### src/rtl/pipelined_wallace_multiplier_if.sv
// Operand/result handshake bundle for the pipelined Wallace multiplier.
// The producer/consumer side uses master; the multiplier uses slave.
interface pipelined_wallace_multiplier_if #(
    parameter int WIDTH = 8
);
    logic                 in_valid;
    logic                 in_ready;
    logic                 in_signed;
    logic [WIDTH-1:0]     A;
    logic [WIDTH-1:0]     B;
    logic                 out_valid;
    logic                 out_ready;
    logic [2*WIDTH-1:0]   Product;
    logic                 busy;

    modport master (
        output in_valid, in_signed, A, B, out_ready,
        input  in_ready, out_valid, Product, busy
    );

    modport slave (
        input  in_valid, in_signed, A, B, out_ready,
        output in_ready, out_valid, Product, busy
    );
endinterface

### src/rtl/pipelined_wallace_multiplier.sv
// Three-stage multiplier: operand capture, Baugh-Wooley partial products with
// carry-save (4:2 / full / half adder) row reduction, then a carry-propagate add.
module pipelined_wallace_multiplier #(
    parameter int WIDTH = 8
) (
    input  logic                            clk,
    input  logic                            rst,
    pipelined_wallace_multiplier_if.slave   bus
);
    localparam int PW = 2 * WIDTH;

    typedef logic [PW-1:0] row_t;

    // Signed-mode correction constant: bits WIDTH and 2*WIDTH-1 of modified Baugh-Wooley.
    localparam row_t BW_CONST = (row_t'(1'b1) << WIDTH) | (row_t'(1'b1) << (PW - 1));

    function automatic row_t fa_sum(input row_t a, input row_t b, input row_t c);
        return a ^ b ^ c;
    endfunction

    function automatic row_t fa_carry(input row_t a, input row_t b, input row_t c);
        row_t maj;
        maj = (a & b) | (a & c) | (b & c);
        return {maj[PW-2:0], 1'b0};
    endfunction

    function automatic row_t ha_sum(input row_t a, input row_t b);
        return a ^ b;
    endfunction

    function automatic row_t ha_carry(input row_t a, input row_t b);
        row_t both;
        both = a & b;
        return {both[PW-2:0], 1'b0};
    endfunction

    logic              en_s;
    logic [WIDTH-1:0]  s1_a_r;
    logic [WIDTH-1:0]  s1_b_r;
    logic              s1_sgn_r;
    logic              s1_vld_r;
    row_t              s2_sum_r;
    row_t              s2_carry_r;
    logic              s2_sgn_r;
    logic              s2_vld_r;
    row_t              prod_r;
    logic              s3_vld_r;
    row_t              pp_s [WIDTH];
    row_t              red_sum_s;
    row_t              red_carry_s;

    assign en_s          = !s3_vld_r || bus.out_ready;
    assign bus.in_ready  = en_s;
    assign bus.out_valid = s3_vld_r;
    assign bus.Product   = prod_r;
    assign bus.busy      = s1_vld_r | s2_vld_r | s3_vld_r;

    // Partial-product rows; in signed mode the bits pairing exactly one sign bit are inverted.
    always_comb begin
        for (int i = 0; i < WIDTH; i++) begin
            pp_s[i] = '0;
            for (int j = 0; j < WIDTH; j++) begin
                pp_s[i][i+j] = (s1_a_r[j] & s1_b_r[i]) ^
                               (s1_sgn_r & ((i == WIDTH - 32'sd1) != (j == WIDTH - 32'sd1)));
            end
        end
    end

    // Carry-save reduction: groups of four rows through 4:2 compressors, a leftover
    // triple through full adders, a leftover pair through half adders, until two rows remain.
    always_comb begin
        row_t cur [WIDTH];
        row_t nxt [WIDTH];
        row_t s1;
        row_t c1;
        int   n;
        int   q;
        int   r;
        int   m;
        cur = pp_s;
        n   = WIDTH;
        m   = WIDTH;
        for (int lvl = 0; lvl < WIDTH; lvl++) begin
            q = n / 32'sd4;
            r = n % 32'sd4;
            for (int k = 0; k < WIDTH; k++) begin
                nxt[k] = '0;
            end
            for (int g = 0; g < WIDTH / 32'sd4; g++) begin
                s1 = fa_sum(cur[4*g], cur[4*g+1], cur[4*g+2]);
                c1 = fa_carry(cur[4*g], cur[4*g+1], cur[4*g+2]);
                nxt[2*g]   = (g < q) ? fa_sum(s1, c1, cur[4*g+3])   : '0;
                nxt[2*g+1] = (g < q) ? fa_carry(s1, c1, cur[4*g+3]) : '0;
            end
            case (r)
                32'sd3: begin
                    nxt[2*q]   = fa_sum(cur[4*q], cur[4*q+1], cur[4*q+2]);
                    nxt[2*q+1] = fa_carry(cur[4*q], cur[4*q+1], cur[4*q+2]);
                    m          = 32'sd2 * q + 32'sd2;
                end
                32'sd2: begin
                    nxt[2*q]   = ha_sum(cur[4*q], cur[4*q+1]);
                    nxt[2*q+1] = ha_carry(cur[4*q], cur[4*q+1]);
                    m          = 32'sd2 * q + 32'sd2;
                end
                32'sd1: begin
                    nxt[2*q] = cur[4*q];
                    m        = 32'sd2 * q + 32'sd1;
                end
                default: begin
                    m = 32'sd2 * q;
                end
            endcase
            for (int k = 0; k < WIDTH; k++) begin
                cur[k] = (n > 32'sd2) ? nxt[k] : cur[k];
            end
            n = (n > 32'sd2) ? m : n;
        end
        red_sum_s   = cur[0];
        red_carry_s = cur[1];
    end

    // Pipeline registers: all stages advance together on en, reset discards everything.
    always_ff @(posedge clk) begin
        if (rst) begin
            s1_a_r     <= '0;
            s1_b_r     <= '0;
            s1_sgn_r   <= 1'b0;
            s1_vld_r   <= 1'b0;
            s2_sum_r   <= '0;
            s2_carry_r <= '0;
            s2_sgn_r   <= 1'b0;
            s2_vld_r   <= 1'b0;
            prod_r     <= '0;
            s3_vld_r   <= 1'b0;
        end else if (en_s) begin
            s1_a_r     <= bus.A;
            s1_b_r     <= bus.B;
            s1_sgn_r   <= bus.in_signed;
            s1_vld_r   <= bus.in_valid;
            s2_sum_r   <= red_sum_s;
            s2_carry_r <= red_carry_s;
            s2_sgn_r   <= s1_sgn_r;
            s2_vld_r   <= s1_vld_r;
            prod_r     <= s2_sum_r + s2_carry_r + (s2_sgn_r ? BW_CONST : row_t'(1'b0));
            s3_vld_r   <= s2_vld_r;
        end
    end
endmodule
### src/flat_wrapper.sv
// flat-port wrapper written by rule: the top's interface ports become plain ports
module pipelined_wallace_multiplier_flat 
#(
    parameter int WIDTH = 8
)
  (clk, rst, bus_in_valid, bus_in_signed, bus_A, bus_B, bus_out_ready, bus_in_ready, bus_out_valid, bus_Product, bus_busy);
  pipelined_wallace_multiplier_if #(.WIDTH(WIDTH)) bus_i ();
  input  logic clk;
  input  logic rst;
  input wire logic [$bits(bus_i.in_valid)-1:0] bus_in_valid;
  input wire logic [$bits(bus_i.in_signed)-1:0] bus_in_signed;
  input wire logic [$bits(bus_i.A)-1:0] bus_A;
  input wire logic [$bits(bus_i.B)-1:0] bus_B;
  input wire logic [$bits(bus_i.out_ready)-1:0] bus_out_ready;
  output wire logic [$bits(bus_i.in_ready)-1:0] bus_in_ready;
  output wire logic [$bits(bus_i.out_valid)-1:0] bus_out_valid;
  output wire logic [$bits(bus_i.Product)-1:0] bus_Product;
  output wire logic [$bits(bus_i.busy)-1:0] bus_busy;
  assign bus_i.in_valid = bus_in_valid;
  assign bus_i.in_signed = bus_in_signed;
  assign bus_i.A = bus_A;
  assign bus_i.B = bus_B;
  assign bus_i.out_ready = bus_out_ready;
  assign bus_in_ready = bus_i.in_ready;
  assign bus_out_valid = bus_i.out_valid;
  assign bus_Product = bus_i.Product;
  assign bus_busy = bus_i.busy;
  pipelined_wallace_multiplier #(.WIDTH(WIDTH)) u_core (.clk(clk), .rst(rst), .bus(bus_i));
endmodule
### config.mk
export PLATFORM = sky130hd
export DESIGN_NAME = pipelined_wallace_multiplier_flat
export DESIGN_NICKNAME = d
export VERILOG_FILES = /design/src/rtl/pipelined_wallace_multiplier_if.sv /design/src/rtl/pipelined_wallace_multiplier.sv /design/src/flat_wrapper.sv
export SDC_FILE = /design/constraint.sdc
export NUM_CORES = 1
export LEC_CHECK = 0
export ABC_AREA = 0
export CORE_MARGIN = 4
export CORE_UTILIZATION = 60
export DETAILED_ROUTE_END_ITERATION = 10
export DONT_BUFFER_PORTS = 1
export GPL_TIMING_DRIVEN = 1
export PLACE_DENSITY_LB_ADDON = 0.2
export SLEW_MARGIN = 20
export SYNTH_ARGS = -nofsm -noshare
export SYNTH_HDL_FRONTEND = slang
export SYNTH_SLANG_ARGS = --single-unit
### constraint.sdc
create_clock -name clk -period 5.02 [get_ports clk]
set_input_delay 1.004 -clock clk [delete_from_list [all_inputs] [get_ports clk]]
set_output_delay 1.004 -clock clk [all_outputs]
set_load 0.1 [all_outputs]
# Yosys cells after proc, flatten, opt, wreduce, memory -nomap -nowiden
# Cells that the tools add are included.
[classes]
muxes = 1
n_addsub = 2
n_reduce_logical = 2
bitwise_logic = 122
[op_table]
columns = ["cell", "count"]
rows = [
  ["$and A15 B15 Y15", 10],
  ["$or A15 B15 Y15", 10],
  ["$xor A16 B16 Y16", 6],
  ["$and A1 B1 Y1", 64],
  ["$add A16 B16 Y16", 2],
  ["$and A15 B11 Y15", 2],
  ["$mux W16", 1],
  ["$xor A16 B11 Y16", 1],
  ["$xor A16 B15 Y16", 1],
  ["$or A15 B10 Y15", 1],
  ["$or A15 B14 Y15", 1],
  ["$and A12 B14 Y14", 1],
  ["$and A13 B14 Y14", 1],
  ["$xor A1 B1 Y1", 14],
  ["$xor A13 B14 Y14", 1],
  ["$and A12 B13 Y13", 1],
  ["$xor A12 B13 Y13", 1],
  ["$and A8 B10 Y10", 1],
  ["$and A9 B10 Y10", 1],
  ["$xor A9 B10 Y10", 1],
  ["$and A8 B9 Y9", 1],
  ["$xor A8 B9 Y9", 1],
  ["$or A1 B1 Y1", 2],
  ["$logic_not A1 Y1", 1],
  ["$logic_or A1 B1 Y1", 1],
]
[word_totals]
elab_cells = 137
output_inout_bits = 19
input_bits = 21
ff_bits = 68

# Depth between registers and ports, before layout
# Gate-level depths: netlist (run 1).
[depth]
word_depth = 14
depth_mapped = 11
mapped_depth_nobuf = 10

# Least setup slack after synthesis (run 1)
# OpenSTA, ideal clock, no wires.
[synth_path]
path_kind = "register -> register"
start = "register u_core.s1_sgn_r"
end = "register u_core.s2_sum_r[7]"
setup_ns = 0.070
synth_period_minus_slack_ns = 3.377
path_buffers = 2
path_slack_ns = 1.643
required_ns = 4.950
arrival_ns = 3.307
stages_incl_launch_ff = 11
path_cell_list = "dfxtp_1 clkbuf_1 buf_2 xor2_1 fa_1 fa_1 fa_1 inv_1 fa_1 nand2_1 a21oi_1"
[synth_via]
elab_chain_len = 9
word_cells_on_any_way = 11
classes_between = "bitwise: 11"
[synth_lines]
columns = ["element", "line", "rtl"]
rows = [
  ["from (decl)", "pipelined_wallace_multiplier.sv:40", "logic s1_sgn_r;"],
  ["from (signal assigned)", "pipelined_wallace_multiplier.sv:139", "s1_sgn_r <= bus.in_signed;"],
  ["$xor A1 B1 Y1", "pipelined_wallace_multiplier.sv:63", "pp_s[i][i+j] = (s1_a_r[j] & s1_b_r[i]) ^"],
  ["$xor A8 B9 Y9", "pipelined_wallace_multiplier.sv:18", "return a ^ b ^ c;"],
  ["$xor A9 B10 Y10", "pipelined_wallace_multiplier.sv:18", ""],
  ["$xor A16 B16 Y16", "pipelined_wallace_multiplier.sv:18", ""],
  ["$xor A16 B11 Y16", "pipelined_wallace_multiplier.sv:18", ""],
  ["$xor A16 B16 Y16", "pipelined_wallace_multiplier.sv:18", ""],
  ["$xor A16 B16 Y16 * (3 in series)", "pipelined_wallace_multiplier.sv:18", ""],
  ["via u_core.red_sum_s[7]", "pipelined_wallace_multiplier.sv:49", "row_t red_sum_s;"],
  ["to (signal assigned)", "pipelined_wallace_multiplier.sv:141", "s2_sum_r <= red_sum_s;"],
  ["to (decl)", "pipelined_wallace_multiplier.sv:42", "row_t s2_sum_r;"],
]
# The timed path passes the listed nets; every way through them passes the cells marked *.
# A chain may end at the register's enable or synchronous reset.

# Worst setup path in the final report (run 1)
# Same ends and word-level chain as after synthesis.

==> metrics.yaml, run 1 <==
run_status:
  outcome: "completed"
die:
  start_util: 0.6205
  num_rows: 30
  die-area_mm2: 0.008474
  die_x_um: 92.06
  core_region_area_mm2: 0.006832
  ioPinCount: 40
  die_h_um: 92.06
finish:
  fin_nets: 579
  layout-area-overhead-vs-synth_pct: 4.014
  drive_gt1_frac: 0.05285
  antennaDiodeCount: 0
  multiInputGateArea_mm2: 0.002699
  seq_area_mm2: 0.001261
  design_area_mm2: 0.004409
  fillers: 603
clock_tree:
  cts_hold_buf: 0
  clock_latency_ps: 350
  post_cts_resized: 0
  cts_tree: "yes"
  cts-root-buf: "clkbuf_8"
  cts_max_level: 3
  cts.clk_slew.worst_paths_ps: 70
  post-cts-setup-buffer-count: 0
  cts.sinks: 63
  cts_buffers: 9
  clock_path_buffers: 2
timing:
  tns_ps: 0
  period_minus_slack_ps: 3510
  maxSlewHeadroom: 0.3380
  fin_skew_ps: 4.744
  min_period_over_period: 0.6991
  maxSlewViolCount: 0
  setup_viol: 0
  whs_ps: 447.4
  hold_viol: 0
  rsz0062_at_grt: "false"
  setup_ws_ps: 1510
  fmax_ghz: 0.2849
  worst_slew_pin_slew_ps: 991.6
power:
  ir_worst_vdd_mv: 0.1656
  power_density_mw_per_mm2: 299.0
  power_leakage_nw: 1.865
  power_w: 0.001318
worst_setup_path:
  worstSetupStartpointType: "register"
  worst-setup-path-type: "reg -> reg"
  end_kind: "register"
  rr_worst_depth: 8
  endpoint: "u_core.s2_sum_r[7]"
  r2r-start: "u_core.s1_sgn_r"
  cp_max_fo: 16
  reg2reg_to: "u_core.s2_sum_r[7]"
  reg2reg_slack_ps: 1510
  worstPathArrival_ps: 3790
  setup.worst_path.start: "u_core.s1_sgn_r"
  worstPathRequired_ps: 5300
drt:
  vias: 3187
  ant_nets: 0
  wirelength_mm: 8.012
  drc_errors: 0
  drt_first_pass_iters: 4
  routed_via_density: 5.420
  drt-initial-drc-count: 99
  wire_per_inst_um: 13.63
global_route:
  grt_max_degree: 70
  grt_usage: 0.2045
  grt_pass1_wl_mm: 13.92
  antenna_found_initial: 0
  grt_pass1_vias: 3162
  overflow: 0
placed_design:
  numPortBuffers: 0
  hpwl_mm: 5.806
  pre_cts_ws_ps: 1519
  placed_area_mm2: 0.004234
  place_congestion: 0.8291
yosys:
  synth-edff-count: 0
  yosys.area.top_type: "dfxtp_1"
  ys_seq_elements: 63
  synthMostInstantiatedCell: "nand2_1"
  syn-mean-instance-area_um2: 8.296
  yosysSeqAreaShare: 0.2975
  syn_nets: 603
  synthArstFlopShare: 0
  ys_types: 34
  ys_top_cells_by_count: "nand2_1 (158), dfxtp_1 (63), a21oi_1 (61)"
  synth.top_cell.area_share: 0.2975
  synthFlopType: "dfxtp_1"
  netlist_area_mm2: 0.004239
  yosys_warnings: 0
  synthTopCellsByArea: "dfxtp_1 (30%), fa_1 (19%), nand2_1 (14%)"
  postSynthCellCount: 511
job:
  maxCapViolCount: 0
hold_path:
  holdCritPathClass: "reg -> reg"
[flip-flops by register name, summed over array words and instances (netlist names)]
register	count
u_core.bus.Product	16
u_core.bus.out_valid	1
u_core.s1_a_r	8
u_core.s1_b_r	8
u_core.s1_sgn_r	1
u_core.s1_vld_r	1
u_core.s2_carry_r	11
u_core.s2_sgn_r	1
u_core.s2_sum_r	15
u_core.s2_vld_r	1
[worst min path at each step]
stage,from,end,slack [ps],cells after the start
after global placement,u_core.s2_sum_r[0],u_core.s2_sum_r[0],440,2
final,u_core.s2_sum_r[1],u_core.s2_sum_r[1],450,2
after detailed placement,u_core.s2_sum_r[3],u_core.s2_sum_r[3],440,2
after global routing,u_core.s2_sum_r[3],u_core.s2_sum_r[3],470,2
after floorplan,u_core.s2_sum_r[8],u_core.s2_sum_r[8],430,2
after CTS,u_core.s2_sum_r[3],u_core.s2_sum_r[3],450,2
[where the power goes]
| group | total, W | switching (W) | internal [W] |
|---|---|---|---|
| Combinational | 0.000243 | 0.000134 | 0.000109 |
| Clock | 0.000397 | 0.000206 | 0.000192 |
| Sequential | 0.000678 | 0.000135 | 0.000542 |
| Total | 0.00132 | 0.000476 | 0.000843 |
[cell usage in the layout, fill, tap and decap left out, drive strengths merged, types with 4 or more instances in the layout]
cell type	instances
o21a	4
nor2	9
nand3	5
dfxtp	63
xor2	8
nand3b	4
inv	37
nand2	158
xnor2	9
fa	40
clkbuf	11
and2	17
ha	31
a21oi	61
[metal layers]
| metal | track usage | vias up | share of wire |
|---|---|---|---|
| li1 | - | 1567 | - |
| met1 | 0.2429 | 1553 | 0.43 |
| met2 | 0.3644 | 56 | 0.51 |
| met3 | 0.05086 | 11 | 0.043 |
| met4 | 0.05941 | 0 | 0.013 |
| met5 | 0 | - | 0 |
[area by class of cell]
type	instances	share of cell area
clock buffers	11	0.03207
multi-input cells	374	0.6121
clock inverters	5	0.007662
well taps	96	0.02724
inverters	37	0.03150
flip-flops and latches	63	0.2860
repair buffers	2	0.003405
[kinds of logic after synthesis]
kind of cell / synth area share
buffers and inverters: 0.06759
adders and majority gates: 0.2804
xor gates and xnor gates: 0.03513
DFF: 0.2975
and+or+nand+nor: 0.2090
AOI/OAI and AO/OA: 0.1104
[worst max-delay path, stage by stage (launching register included)]
cell	delay, ps
dfxtp_1	840
xor2_1	210
fa_1	540
fa_1	520
fa_1	550
inv_1	50
fa_1	520
nand2_1	50
a21oi_1	160
[stage by stage]
step / instances / utilization
2_1_floorplan: 511 / -
3_3_place_gp: 572 / 0.6198
3_5_place_dp: 572 / 0.6198
4_1_cts: 588 / 0.6454
5_1_grt: 588 / 0.6454
6_report: 588 / 0.6454
Note: power is estimated with default switching activity, not from simulation.
==> inputs of run 2 (changes only) <==
==> constraint.sdc (replaced) <==
create_clock -name clk -period 3.6 [get_ports clk]
set_input_delay 0.72 -clock clk [delete_from_list [all_inputs] [get_ports clk]]
set_output_delay 0.72 -clock clk [all_outputs]
set_load 0.1 [all_outputs]
==> metrics.yaml, run 2 (synthesis results as in run 1) <==
run_status:
  outcome: "completed"  # unchanged
timing:
  rsz0062_at_grt: "false"  # unchanged
  whs_ps: 449.3  # was 447.4 ps
  maxSlewHeadroom: 0.3440  # was 0.3380
  maxSlewViolCount: 0  # unchanged
  fin_skew_ps: 9.680  # was 4.744 ps
  period_minus_slack_ps: 3193  # was 3510 ps
  setup_viol: 0  # unchanged
  hold_viol: 0  # unchanged
  worst_slew_pin_slew_ps: 982.6  # was 991.6 ps
  min_period_over_period: 0.8869  # was 0.6991
  setup_ws_ps: 407.0  # was 1510 ps
  tns_ps: 0  # unchanged
  fmax_ghz: 0.3132  # was 0.2849 GHz
worst_setup_path:
  cp_max_fo: 9  # was 16
  slowest_stage: "fa_1"  # was dfxtp_1
  worstPathArrival_ps: 3460  # was 3790 ps
  reg2reg_slack_ps: 410  # was 1510 ps
  worstPathRequired_ps: 3870  # was 5300 ps
  end_kind: "register"  # unchanged
  crit_top_cell: "fa_1"  # unchanged
  slowest_delay_ps: 550  # was 840 ps
  path_cells: "nand2_1 -> xor2_1 -> fa_1 -> fa_1 -> fa_1 -> inv_1 -> fa_1 -> nand2_1 -> a21oi_1"  # was xor2_1 -> fa_1 -> fa_1 -> fa_1 -> inv_1 -> fa_1 -> nand2_1 -> a21oi_1
  worstSetupStartpointType: "register"  # unchanged
  worst-setup-path-type: "reg -> reg"  # unchanged
global_route:
  antenna_found_initial: 0  # unchanged
  grt_pass1_wl_mm: 14.26  # was 13.92 mm
  overflow: 0  # unchanged
  grt-busiest-layer: "met2"  # unchanged
  grt_usage: 0.2101  # was 0.2045
  grt_max_degree: 70  # unchanged
  grt_pass1_vias: 3176  # was 3162
  met3_usage: 0.04594  # was 0.05086
  met2_usage: 0.3686  # was 0.3644
  grtUsageMet1: 0.2520  # was 0.2429
die:
  ioPinCount: 40  # unchanged
  core_region_area_mm2: 0.006832  # unchanged
  start_util: 0.6205  # unchanged
  die_h_um: 92.06  # unchanged
  die-area_mm2: 0.008474  # unchanged
  num_rows: 30  # unchanged
  die_x_um: 92.06  # unchanged
power:
  clockPowerShare: 0.324  # was 0.301
  comb_power_share: 0.182  # was 0.184
  seqPwrFrac: 0.493  # was 0.514
  switching_share: 0.3363  # was 0.3608
  power_density_mw_per_mm2: 426.5  # was 299.0 mW/mm^2
  p_int_w: 0.001263  # was 0.0008426 W
  power.switching_w: 0.0006400  # was 0.0004756 W
  power_leakage_nw: 1.898  # was 1.865 nW
  ir_worst_vdd_mv: 0.2124  # was 0.1656 mV
clock_tree:
  clock_latency_ps: 340  # was 350 ps
  clock_path_buffers: 2  # unchanged
  cts_buffers: 9  # unchanged
  cts.sinks: 63  # unchanged
  post_cts_resized: 0  # unchanged
  post-cts-setup-buffer-count: 0  # unchanged
  cts.clk_slew.worst_paths_ps: 70  # about the same
  cts-root-buf: "clkbuf_8"  # unchanged
  cts_hold_buf: 0  # unchanged
  cts_max_level: 3  # unchanged
  cts_tree: "yes"  # unchanged
finish:
  largest_register_ffs: 16  # unchanged
  fillers: 632  # was 603
  layout-area-overhead-vs-synth_pct: 5.254  # was 4.014%
  final_common_cell: "nand2_1"  # unchanged
  fin_nets: 583  # was 579
  antennaDiodeCount: 0  # unchanged
  final_cell_mix: "nand2_1 (158), dfxtp_1 (63), a21oi_1 (61)"  # unchanged
  drive_gt1_frac: 0.05859  # was 0.05285
drt:
  wire_per_inst_um: 13.67  # was 13.63 um
  vias: 3225  # was 3187
  drt_first_pass_iters: 5  # was 4
  drt-initial-drc-count: 94  # was 99
  routed_via_density: 5.457  # was 5.420
  drc_errors: 0  # unchanged
  wirelength_mm: 8.078  # was 8.012 mm
  ant_nets: 0  # unchanged
placed_design:
  place_congestion: 0.8623  # was 0.8291
  pre_cts_ws_ps: 404.1  # was 1519 ps
  numPortBuffers: 0  # unchanged
  hpwl_mm: 5.834  # was 5.806 mm
job:
  maxCapViolCount: 0  # unchanged
hold_path:
  holdCritPathClass: "reg -> reg"  # unchanged
[run 2: changes by cell type in the layout (fill, tap and decap cells not counted)]
cell and delta:
buf_4 +4, bufinv_16 +1, clkbuf_8 +1, clkinv_2 -1, clkinv_4 -1, clkinvlp_4 -1
[run 2: power by group through the flow]
stage               Sequential, W  Combinational (W)  Clock [W]
floorplan                0.000925           0.000314          0
global placement         0.000951           0.000341          0
detailed placement       0.000954           0.000351          0
CTS                      0.000939           0.000355   0.000636
global route             0.000947           0.000414   0.000665
finish                   0.000939           0.000347   0.000617
[run 2: final timing paths]
path / start / endpoint / cells after the start
worst max-delay path: u_core.s1_a_r[7] / u_core.s2_sum_r[7] / 9
worst min-delay path: u_core.s2_carry_r[8] / u_core.s2_carry_r[8] / 2
worst max register to register: u_core.s1_a_r[7] / u_core.s2_sum_r[7] / 9
worst min register to register: u_core.s2_carry_r[8] / u_core.s2_carry_r[8] / 2
[run 2: final cells by class]
class	count	area, um^2	area share
multi-input cells	374	2699	0.6049
flip-flops and latches	63	1261	0.2827
clock buffers	12	155.1	0.03477
inverters	37	138.9	0.03113
well taps	96	120.1	0.02692
repair buffers	6	45.04	0.01010
clock inverters	3	42.54	0.009534
[run 2: routing by layer]
| metal | share of wire | vias to the layer above | wire (um) |
|---|---|---|---|
| met5 | 0 | - | 0 |
| met4 | 0.017 | 0 | 136 |
| met3 | 0.047 | 13 | 383 |
| met2 | 0.52 | 68 | 4191 |
| met1 | 0.42 | 1569 | 3367 |
| li1 | - | 1575 | - |
[run 2: stage by stage]
stage / cell area [um^2] / power [W] / utilization / cells
finish: 4462 / 0.001903 / 0.6531 / 591
global route: 4462 / 0.002025 / 0.6531 / 591
CTS: 4462 / 0.001930 / 0.6531 / 591
detailed placement: 4264 / 0.001305 / 0.6242 / 576
global placement: 4264 / 0.001292 / 0.6242 / 576
floorplan: 4239 / 0.001239 / - / 511
[run 2: worst max-delay path, delay by kind of cell (launching register included)]
| family | cells | cell delay [ps] |
|---|---|---|
| adders and majority gates | 4 | 2090 |
| xor gates and xnor gates | 1 | 170 |
| AOI/OAI and AO/OA | 1 | 170 |
| buffers and inverters | 1 | 60 |
| and+or+nand+nor | 2 | 150 |
| DFF | 1 | 470 |
==> inputs of run 3 (changes only) <==
--- a/config.mk
+++ b/config.mk
@@ -6,6 +6,7 @@
 export NUM_CORES = 1
 export LEC_CHECK = 0
 export ABC_AREA = 0
+export CORE_ASPECT_RATIO = 0.75
 export CORE_MARGIN = 4
 export CORE_UTILIZATION = 60
 export DETAILED_ROUTE_END_ITERATION = 10
==> constraint.sdc (replaced) <==
create_clock -name clk -period 3.6 [get_ports clk]
set_input_delay 0.72 -clock clk [delete_from_list [all_inputs] [get_ports clk]]
set_output_delay 0.72 -clock clk [all_outputs]
set_load 0.05 [all_outputs]
==> metrics.yaml, run 3 (synthesis results as in run 1) <==
timing:
  whs_ps: 434.2  # was 449.3 ps
  tns_ps: 0  # unchanged
  hold_viol: 0  # unchanged
  rsz0062_at_grt: "false"  # unchanged
  maxSlewHeadroom: 0.5443  # was 0.3440
  fmax_ghz: 0.3079  # was 0.3132 GHz
  period_minus_slack_ps: 3248  # was 3193 ps
  min_period_over_period: 0.9021  # was 0.8869
  fin_skew_ps: 6.713  # was 9.680 ps
  setup_viol: 0  # unchanged
  worst_slew_pin_slew_ps: 682.6  # was 982.6 ps
  maxSlewViolCount: 0  # unchanged
worst_setup_path:
  reg2reg_slack_ps: 350  # was 410 ps
  r2r-start: "u_core.s1_b_r[0]"  # was u_core.s1_a_r[7]
  worst-setup-path-type: "reg -> reg"  # unchanged
  end_kind: "register"  # unchanged
  worstPathArrival_ps: 3530  # was 3460 ps
  worstSetupStartpointType: "register"  # unchanged
  worstPathRequired_ps: 3880  # was 3870 ps
  rr_worst_depth: 9  # unchanged
  cp_max_fo: 9  # unchanged
  setup.worst_path.start: "u_core.s1_b_r[0]"  # was u_core.s1_a_r[7]
  reg2reg_to: "u_core.s2_sum_r[7]"  # unchanged
die:
  die_h_um: 80.80  # was 92.06 um
  die-area_mm2: 0.008488  # was 0.008474 mm^2
  core_region_area_mm2: 0.006832  # unchanged
  ioPinCount: 40  # unchanged
  start_util: 0.6205  # unchanged
  die_x_um: 105.1  # was 92.06 um
  num_rows: 26  # was 30
hold_path:
  hp-start: "rst"  # was u_core.s2_carry_r[8]
  hold_end: "u_core.bus.Product[0]"  # was u_core.s2_carry_r[8]
  min_path_cells: 1  # was 2
  holdCritPathClass: "in -> reg"  # was reg -> reg
drt:
  drc_errors: 0  # unchanged
  vias: 3225  # unchanged
  wire_per_inst_um: 14.57  # was 13.67 um
  drt_first_pass_iters: 4  # was 5
  ant_nets: 0  # unchanged
  routed_via_density: 5.580  # was 5.457
  wirelength_mm: 8.423  # was 8.078 mm
  drt-initial-drc-count: 176  # was 94
global_route:
  grt_pass1_vias: 3127  # was 3176
  grt_usage: 0.2131  # was 0.2101
  grt_pass1_wl_mm: 14.46  # was 14.26 mm
  grt_max_degree: 70  # unchanged
  antenna_found_initial: 0  # unchanged
  overflow: 0  # unchanged
finish:
  antennaDiodeCount: 0  # unchanged
  drive_gt1_frac: 0.05870  # was 0.05859
  fin_nets: 581  # was 583
  design_area_mm2: 0.004478  # was 0.004462 mm^2
  fillers: 585  # was 632
  final_common_cell: "nand2_1"  # unchanged
  largest_register_ffs: 16  # unchanged
  final_cell_mix: "nand2_1 (158), dfxtp_1 (63), a21oi_1 (61)"  # unchanged
  layout-area-overhead-vs-synth_pct: 5.637  # was 5.254%
clock_tree:
  cts_max_level: 3  # unchanged
  post-cts-setup-buffer-count: 0  # unchanged
  clock_latency_ps: 350  # was 340 ps
  post_cts_resized: 0  # unchanged
  cts.sinks: 63  # unchanged
  cts_hold_buf: 0  # unchanged
  cts_buffers: 9  # unchanged
  cts.clk_slew.worst_paths_ps: 80  # was 70 ps
  cts_tree: "yes"  # unchanged
  cts-root-buf: "clkbuf_8"  # unchanged
  clock_path_buffers: 2  # unchanged
power:
  power_density_mw_per_mm2: 441.1  # was 426.5 mW/mm^2
  power_leakage_nw: 1.910  # was 1.898 nW
  ir_worst_vdd_mv: 0.2687  # was 0.2124 mV
placed_design:
  numPortBuffers: 0  # unchanged
  place_congestion: 0.8916  # was 0.8623
  hpwl_mm: 5.983  # was 5.834 mm
  placed_area_mm2: 0.004234  # was 0.004264 mm^2
job:
  maxCapViolCount: 0  # unchanged
run_status:
  outcome: "completed"  # unchanged
==> run 3: cell type report <==
cell class                      count  area [um^2]  area share
Multi-Input combinational cell    374         2699      0.6027
Sequential cell                    63         1261      0.2816
Inverter                           37        138.9     0.03101
Clock buffer                        9        123.9     0.02766
Clock inverter                      7        120.1     0.02682
Tap cell                           84        105.1     0.02347
Timing Repair Buffer                4        30.03    0.006706
==> run 3: worst max-delay path by stage <==
| stage | endpoint | slack, ps |
|---|---|---|
| after CTS | u_core.s2_sum_r[7] | 360 |
| after global routing | u_core.s2_sum_r[7] | 220 |
| final | u_core.s2_sum_r[7] | 350 |
| after floorplan | u_core.s2_sum_r[7] | 220 |
| after detailed placement | u_core.s2_sum_r[7] | 380 |
| after global placement | u_core.s2_sum_r[7] | 520 |
==> run 3: critical path, cell delays in order (launching register included) <==
cell     delay [ps]
dfxtp_1         490
nand2_1         120
xor2_1          180
fa_1            520
fa_1            530
fa_1            550
inv_1            60
fa_1            530
nand2_1          50
a21oi_1         160
==> run 3: where the power goes <==
group	total, W	internal, W	switching, W
Sequential	0.000874	0.000756	0.000117
Clock	0.000762	0.000462	0.000300
Combinational	0.000340	0.000153	0.000187
==> run 3: through the flow <==
stage / cells / utilization / setup WS [ps] / power (W)
floorplan: 511 / - / 222.8 / 0.001167
global placement: 562 / 0.6198 / 523.2 / 0.001216
detailed placement: 562 / 0.6198 / 378.0 / 0.001234
CTS: 578 / 0.6555 / 361.0 / 0.002001
global route: 578 / 0.6555 / 223.8 / 0.002079
finish: 578 / 0.6555 / 352.4 / 0.001975
==> run 3: per-layer routing <==
metal | vias to the layer above | part of all wire | global-route usage
met5 | - | 0 | 0
met4 | 0 | 0.0091 | 0.06684
met3 | 8 | 0.042 | 0.05242
met2 | 58 | 0.52 | 0.3636
met1 | 1587 | 0.43 | 0.2713
li1 | 1572 | - | -
